$ cat config.mk
export PLATFORM = sky130hd
export DESIGN_NAME = priority_index_decoder
export DESIGN_NICKNAME = d
export VERILOG_FILES = /design/src/rtl/priority_index_decoder.sv
export SDC_FILE = /design/constraint.sdc
export NUM_CORES = 1
export LEC_CHECK = 0
export ABC_AREA = 0
export CORE_MARGIN = 1.5
export CORE_UTILIZATION = 55
export CTS_CLUSTER_SIZE = 24
export DETAILED_ROUTE_END_ITERATION = 10
export HOLD_SLACK_MARGIN = 0.15
export PLACE_DENSITY = 0.93
export SLEW_MARGIN = 20
export SYNTH_ARGS = -nofsm -noshare
export SYNTH_HDL_FRONTEND = slang
export SYNTH_SLANG_ARGS = --single-unit
$ cat constraint.sdc
create_clock -name clk -period 4.38 [get_ports clk]
set_input_delay 0.438 -clock clk [delete_from_list [all_inputs] [get_ports clk]]
set_output_delay 0.438 -clock clk [all_outputs]
set_load 0.05 [all_outputs]
$ cat src/rtl/priority_index_decoder.sv
// rtl/priority_index_decoder.sv - rebuilds a bit mask from a priority-encoded index stream (optional checks: PRIO_INDEX_DECODER_ASSERT_EN)
module priority_index_decoder #(
  parameter int OUTPUT_WIDTH = 8,
  parameter int IDX_W        = $clog2(OUTPUT_WIDTH),
  parameter int CNT_W        = $clog2(OUTPUT_WIDTH + 1)
) (
  input  logic                    clk,
  input  logic                    rst_n,
  input  logic                    in_valid,
  output logic                    in_ready,
  input  logic [IDX_W-1:0]        in_index,
  input  logic                    in_last,
  input  logic                    in_empty,
  output logic                    out_valid,
  input  logic                    out_ready,
  output logic [OUTPUT_WIDTH-1:0] out_bits,
  output logic [CNT_W-1:0]        out_count,
  output logic                    out_err_order,
  output logic                    out_err_range
);

  typedef enum logic {S_FIRST, S_MID} state_t;

  localparam logic [OUTPUT_WIDTH-1:0] BIT0 = {{(OUTPUT_WIDTH-1){1'b0}}, 1'b1};

  state_t                  state_q, state_d;
  logic [OUTPUT_WIDTH-1:0] acc_q, acc_d;
  logic [CNT_W-1:0]        cnt_q, cnt_d;
  logic [IDX_W-1:0]        prev_idx_q, prev_idx_d;
  logic                    prev_valid_q, prev_valid_d;
  logic                    err_order_q, err_order_d;
  logic                    err_range_q, err_range_d;
  logic                    out_valid_q, out_valid_d;
  logic [OUTPUT_WIDTH-1:0] out_bits_q, out_bits_d;
  logic [CNT_W-1:0]        out_count_q, out_count_d;
  logic                    out_err_order_q, out_err_order_d;
  logic                    out_err_range_q, out_err_range_d;

  logic                    accept;
  logic                    in_range;
  logic                    is_idx;
  logic                    new_bit;
  logic [OUTPUT_WIDTH-1:0] onehot;
  logic [OUTPUT_WIDTH-1:0] frame_acc;
  logic [CNT_W-1:0]        frame_cnt;
  logic                    frame_ord;
  logic                    frame_rng;

  // A stalled output stalls the whole input, since the ready is shared.
  assign in_ready      = !out_valid_q || out_ready;
  assign out_valid     = out_valid_q;
  assign out_bits      = out_bits_q;
  assign out_count     = out_count_q;
  assign out_err_order = out_err_order_q;
  assign out_err_range = out_err_range_q;

  // Fold the current beat into the frame and decide what the next cycle holds.
  always_comb begin
    accept    = in_valid && in_ready;
    in_range  = 32'(in_index) < OUTPUT_WIDTH;
    is_idx    = !in_empty && in_range;
    onehot    = BIT0 << in_index;
    new_bit   = is_idx && !(|(acc_q & onehot));
    frame_acc = is_idx ? (acc_q | onehot) : acc_q;
    frame_cnt = cnt_q + {{(CNT_W-1){1'b0}}, new_bit};
    // The tracker only holds in-range indices, so empty or dropped beats never
    // serve as the reference for the ordering check.
    frame_ord = err_order_q ||
                (is_idx && state_q == S_MID && prev_valid_q && in_index <= prev_idx_q);
    frame_rng = err_range_q || (!in_empty && !in_range);

    state_d         = state_q;
    acc_d           = acc_q;
    cnt_d           = cnt_q;
    prev_idx_d      = prev_idx_q;
    prev_valid_d    = prev_valid_q;
    err_order_d     = err_order_q;
    err_range_d     = err_range_q;
    out_valid_d     = out_valid_q;
    out_bits_d      = out_bits_q;
    out_count_d     = out_count_q;
    out_err_order_d = out_err_order_q;
    out_err_range_d = out_err_range_q;

    if (out_ready) begin
      out_valid_d = 1'b0;
    end

    if (accept) begin
      if (in_last) begin
        out_valid_d     = 1'b1;
        out_bits_d      = frame_acc;
        out_count_d     = frame_cnt;
        out_err_order_d = frame_ord;
        out_err_range_d = frame_rng;
        state_d         = S_FIRST;
        acc_d           = '0;
        cnt_d           = '0;
        prev_idx_d      = '0;
        prev_valid_d    = 1'b0;
        err_order_d     = 1'b0;
        err_range_d     = 1'b0;
      end else begin
        state_d     = S_MID;
        acc_d       = frame_acc;
        cnt_d       = frame_cnt;
        err_order_d = frame_ord;
        err_range_d = frame_rng;
        if (is_idx) begin
          prev_idx_d   = in_index;
          prev_valid_d = 1'b1;
        end
      end
    end
  end

  // Register the frame accumulator and output stage; reset drops any partial frame.
  always_ff @(posedge clk) begin
    if (!rst_n) begin
      state_q         <= S_FIRST;
      acc_q           <= '0;
      cnt_q           <= '0;
      prev_idx_q      <= '0;
      prev_valid_q    <= 1'b0;
      err_order_q     <= 1'b0;
      err_range_q     <= 1'b0;
      out_valid_q     <= 1'b0;
      out_bits_q      <= '0;
      out_count_q     <= '0;
      out_err_order_q <= 1'b0;
      out_err_range_q <= 1'b0;
    end else begin
      state_q         <= state_d;
      acc_q           <= acc_d;
      cnt_q           <= cnt_d;
      prev_idx_q      <= prev_idx_d;
      prev_valid_q    <= prev_valid_d;
      err_order_q     <= err_order_d;
      err_range_q     <= err_range_d;
      out_valid_q     <= out_valid_d;
      out_bits_q      <= out_bits_d;
      out_count_q     <= out_count_d;
      out_err_order_q <= out_err_order_d;
      out_err_range_q <= out_err_range_d;
    end
  end

`ifdef PRIO_INDEX_DECODER_ASSERT_EN
  logic                    hold_q;
  logic [OUTPUT_WIDTH-1:0] held_bits_q;

  // Self-consistency checks on the output stage and the incoming index.
  always_ff @(posedge clk) begin
    if (rst_n) begin
      if (out_valid_q) begin
        assert (out_count_q == CNT_W'($countones(out_bits_q)));
      end
      if (in_valid && !in_empty) begin
        assert (!$isunknown(in_index));
      end
      if (hold_q) begin
        assert (out_bits_q == held_bits_q);
      end
    end
    hold_q      <= rst_n && out_valid_q && !out_ready;
    held_bits_q <= out_bits_q;
  end
`else
  // Checks not compiled in this build.
`endif

endmodule

==> impl_metrics.yaml <==
sta:
  fin_tns_setup_ns: 0
  maxSlewViolCount: 0
  timing.hold.ws_ns: 0.452
  max_slew.worst_pin.slew_ns: 0.532
  rsz0062_at_grt: "no"
  period_minus_slack_ns: 2.44
  fin_skew_ns: 0.00901
  period_share_pct: 55.8
  max_slew_margin_pct: 64.4
  hold_viol: 0
  clock.fmax_mhz: 409
  setup_violations: 0
drt:
  wl_um: 3160
  drc_errors: 0
  wl_per_cell_um: 15.2
  detail-route-antenna-nets: 0
  dr_total_vias: 1240
  via_per_inst: 5.96
  drtIter0Drc: 47
  first_pass_iters: 4
global_routing:
  grt-ovfl-total: 0
  grt_pass1_wl_um: 5370
  grt_max_degree: 16
  antenna_found_initial: 0
  grt_pass1_vias: 1157
  track_usage_pct: 26.7
worst_setup_path:
  cp-start-kind: "input port"
  path_class: "in2reg"
  path_max_fanout: 5
  reg2reg_depth: 8
  critical_path_required_ns: 4.61
  worstPathArrival_ns: 2.67
  endpoint_kind: "flop"
final_layout:
  drive_above_1_share_pct: 11.2
  multi_input_area_um2: 699
  ff_latch_area_um2: 641
  diodes: 0
  final_nets: 191
  area_growth_pct: 20.5
  fillers: 189
status:
  status: "completed"
floorplan:
  fp.dieH_um: 53.7
  die_area_mm2: 0.00288
  ios: 25
  core_area_mm2: 0.00245
  start_util_pct: 57.5
  fp.dieW_um: 53.7
  rows: 18
clock_tree:
  post_cts_resized: 0
  hold_buffers: 0
  post_cts_buffers: 0
  cts_made_buffers: 5
  cts_buffer_depth: 2
  clkLatencyLatePin_ns: 0.33
  htree_levels: 2
  clk_pin_slew_worst_paths_ns: 0.10
  clockRootBuffer: "clkbuf_4"
  tritoncts: "yes"
  clock_sinks: 32
logic_synthesis:
  async_flop_share_pct: 0
  yosys_warnings: 0
  synth_edf_count: 0
  yosysSeqAreaShare_pct: 45.4
  avgSynthCellArea_um2: 9.22
  synthCells: 153
  syn-cell-area_mm2: 0.00141
  ys.flop_type: "dfxtp_1"
  yosysUniqueCellTypes: 43
  ys_ff_latch: 32
  synth_nets: 167
worst_hold_path:
  min_path_type: "reg2reg"
  min_path_cells: 2
power_and_ir_drop:
  pwr-share-seq_pct: 54.7
  irDropWorstVdd_uv: 255
  switchingPower_mw: 0.150
  p_per_area_mw_per_mm2: 322
  p_clk_share_pct: 32.0
  leakage_nw: 0.612
  intPower_mw: 0.398
  switching_share_pct: 27.4
  pwr-share-comb_pct: 13.3
run:
  cap_viol_max_count: 0
placed_design:
  dp_hpwl_um: 2390
  place.gp.congestion: 0.866
  io_buffers: 23
-- state kept, by name (all words and copies together) (netlist names) --
name,count
acc_q,8
cnt_q,4
err_order_q,1
out_bits,8
out_count,4
out_err_order,1
out_valid,1
prev_idx_q,3
prev_valid_q,1
state_q,1
-- layout make-up --
type | instances | share of cell area, %
Multi-Input combinational cell | 108 | 41.1
Clock buffer | 6 | 3.02
Timing Repair Buffer | 23 | 13.5
Sequential cell | 32 | 37.7
Clock inverter | 2 | 0.589
Tap cell | 30 | 2.21
Inverter | 7 | 1.84
-- cell usage after synthesis (2+ instances only) --
master	number	area [µm²]
dfxtp_1	32	641
nand2_1	16	60.1
nor2_1	16	60.1
a21oi_1	14	70.1
o21ai_1	10	50.1
a31oi_1	6	37.5
ha_1	5	62.6
inv_1	5	18.8
nand3_1	5	25.0
buf_4	4	30.0
nor2b_1	3	18.8
o21ai_0	3	15.0
a22o_1	2	17.5
buf_2	2	10.0
o41ai_1	2	17.5
-- final timing paths --
check / startpoint / endpoint / slack, ns
min reg2reg: out_bits[7] / out_bits[7] / 0.45
min: out_bits[7] / out_bits[7] / 0.45
max: in_index[1] / cnt_q[2] / 1.94
max reg2reg: acc_q[6] / cnt_q[2] / 2.37
-- critical path, cell delays in order --
cell,delay (ns)
clkdlybuf4s50_1,0.59
mux4_2,0.53
and2_4,0.17
a211oi_2,0.20
ha_1,0.22
ha_1,0.22
nor2_1,0.07
o21ai_0,0.16
a21oi_1,0.08
-- through the flow --
| step | power (mW) | util, % | worst slack (ns) | instances | instance area (µm²) |
|---|---|---|---|---|---|
| 6_report | 0.548 | 69.3 | 1.94 | 208 | 1700 |
| 2_1_floorplan | 0.354 | - | 2.40 | 153 | 1410 |
| 3_5_place_dp | 0.378 | 66.8 | 1.56 | 200 | 1640 |
| 3_3_place_gp | 0.375 | 66.8 | 1.70 | 200 | 1640 |
| 4_1_cts | 0.549 | 69.3 | 1.93 | 208 | 1700 |
| 5_1_grt | 0.570 | 69.3 | 1.74 | 208 | 1700 |
-- layer usage --
layer  GRT usage, %  share of wire (%)
met5              0                  0
met3           6.11                6.7
met2           44.7                 52
met1           32.6                 40
met4           12.4                1.3
-- cell usage in the layout (no fill, tap or decap), types with 2 or more instances in the layout --
cell type        count
ha_1                 5
nand3_1              5
a22o_1               2
nand2_1             16
clkinv_2             2
o41ai_1              2
o21ai_1             10
a31oi_1              6
inv_1                5
nor2b_1              3
nor2_1              16
dfxtp_1             32
a21oi_1             14
clkbuf_4             5
clkdlybuf4s50_1     23
o21ai_0              3
-- logic make-up after synthesis --
group           Yosys count  synth area share, %
compound gates           47                 22.3
simple gates             51                 17.8
buf+inv                  13                 5.05
flops                    32                 45.4
other cells               1                0.266
fa+ha+maj                 5                 4.43
mux                       2                 3.46
xor+xnor                  2                 1.24
-- power groups by stage --
| stage | Clock (mW) | Combinational, mW | Sequential [mW] |
|---|---|---|---|
| 6_report | 0.175 | 0.0728 | 0.300 |
| 5_1_grt | 0.190 | 0.0797 | 0.301 |
| 4_1_cts | 0.177 | 0.0723 | 0.300 |
| 3_5_place_dp | 0 | 0.0719 | 0.307 |
| 3_3_place_gp | 0 | 0.0688 | 0.306 |
| 2_1_floorplan | 0 | 0.0409 | 0.314 |
Power figures use the tool's default switching activity.
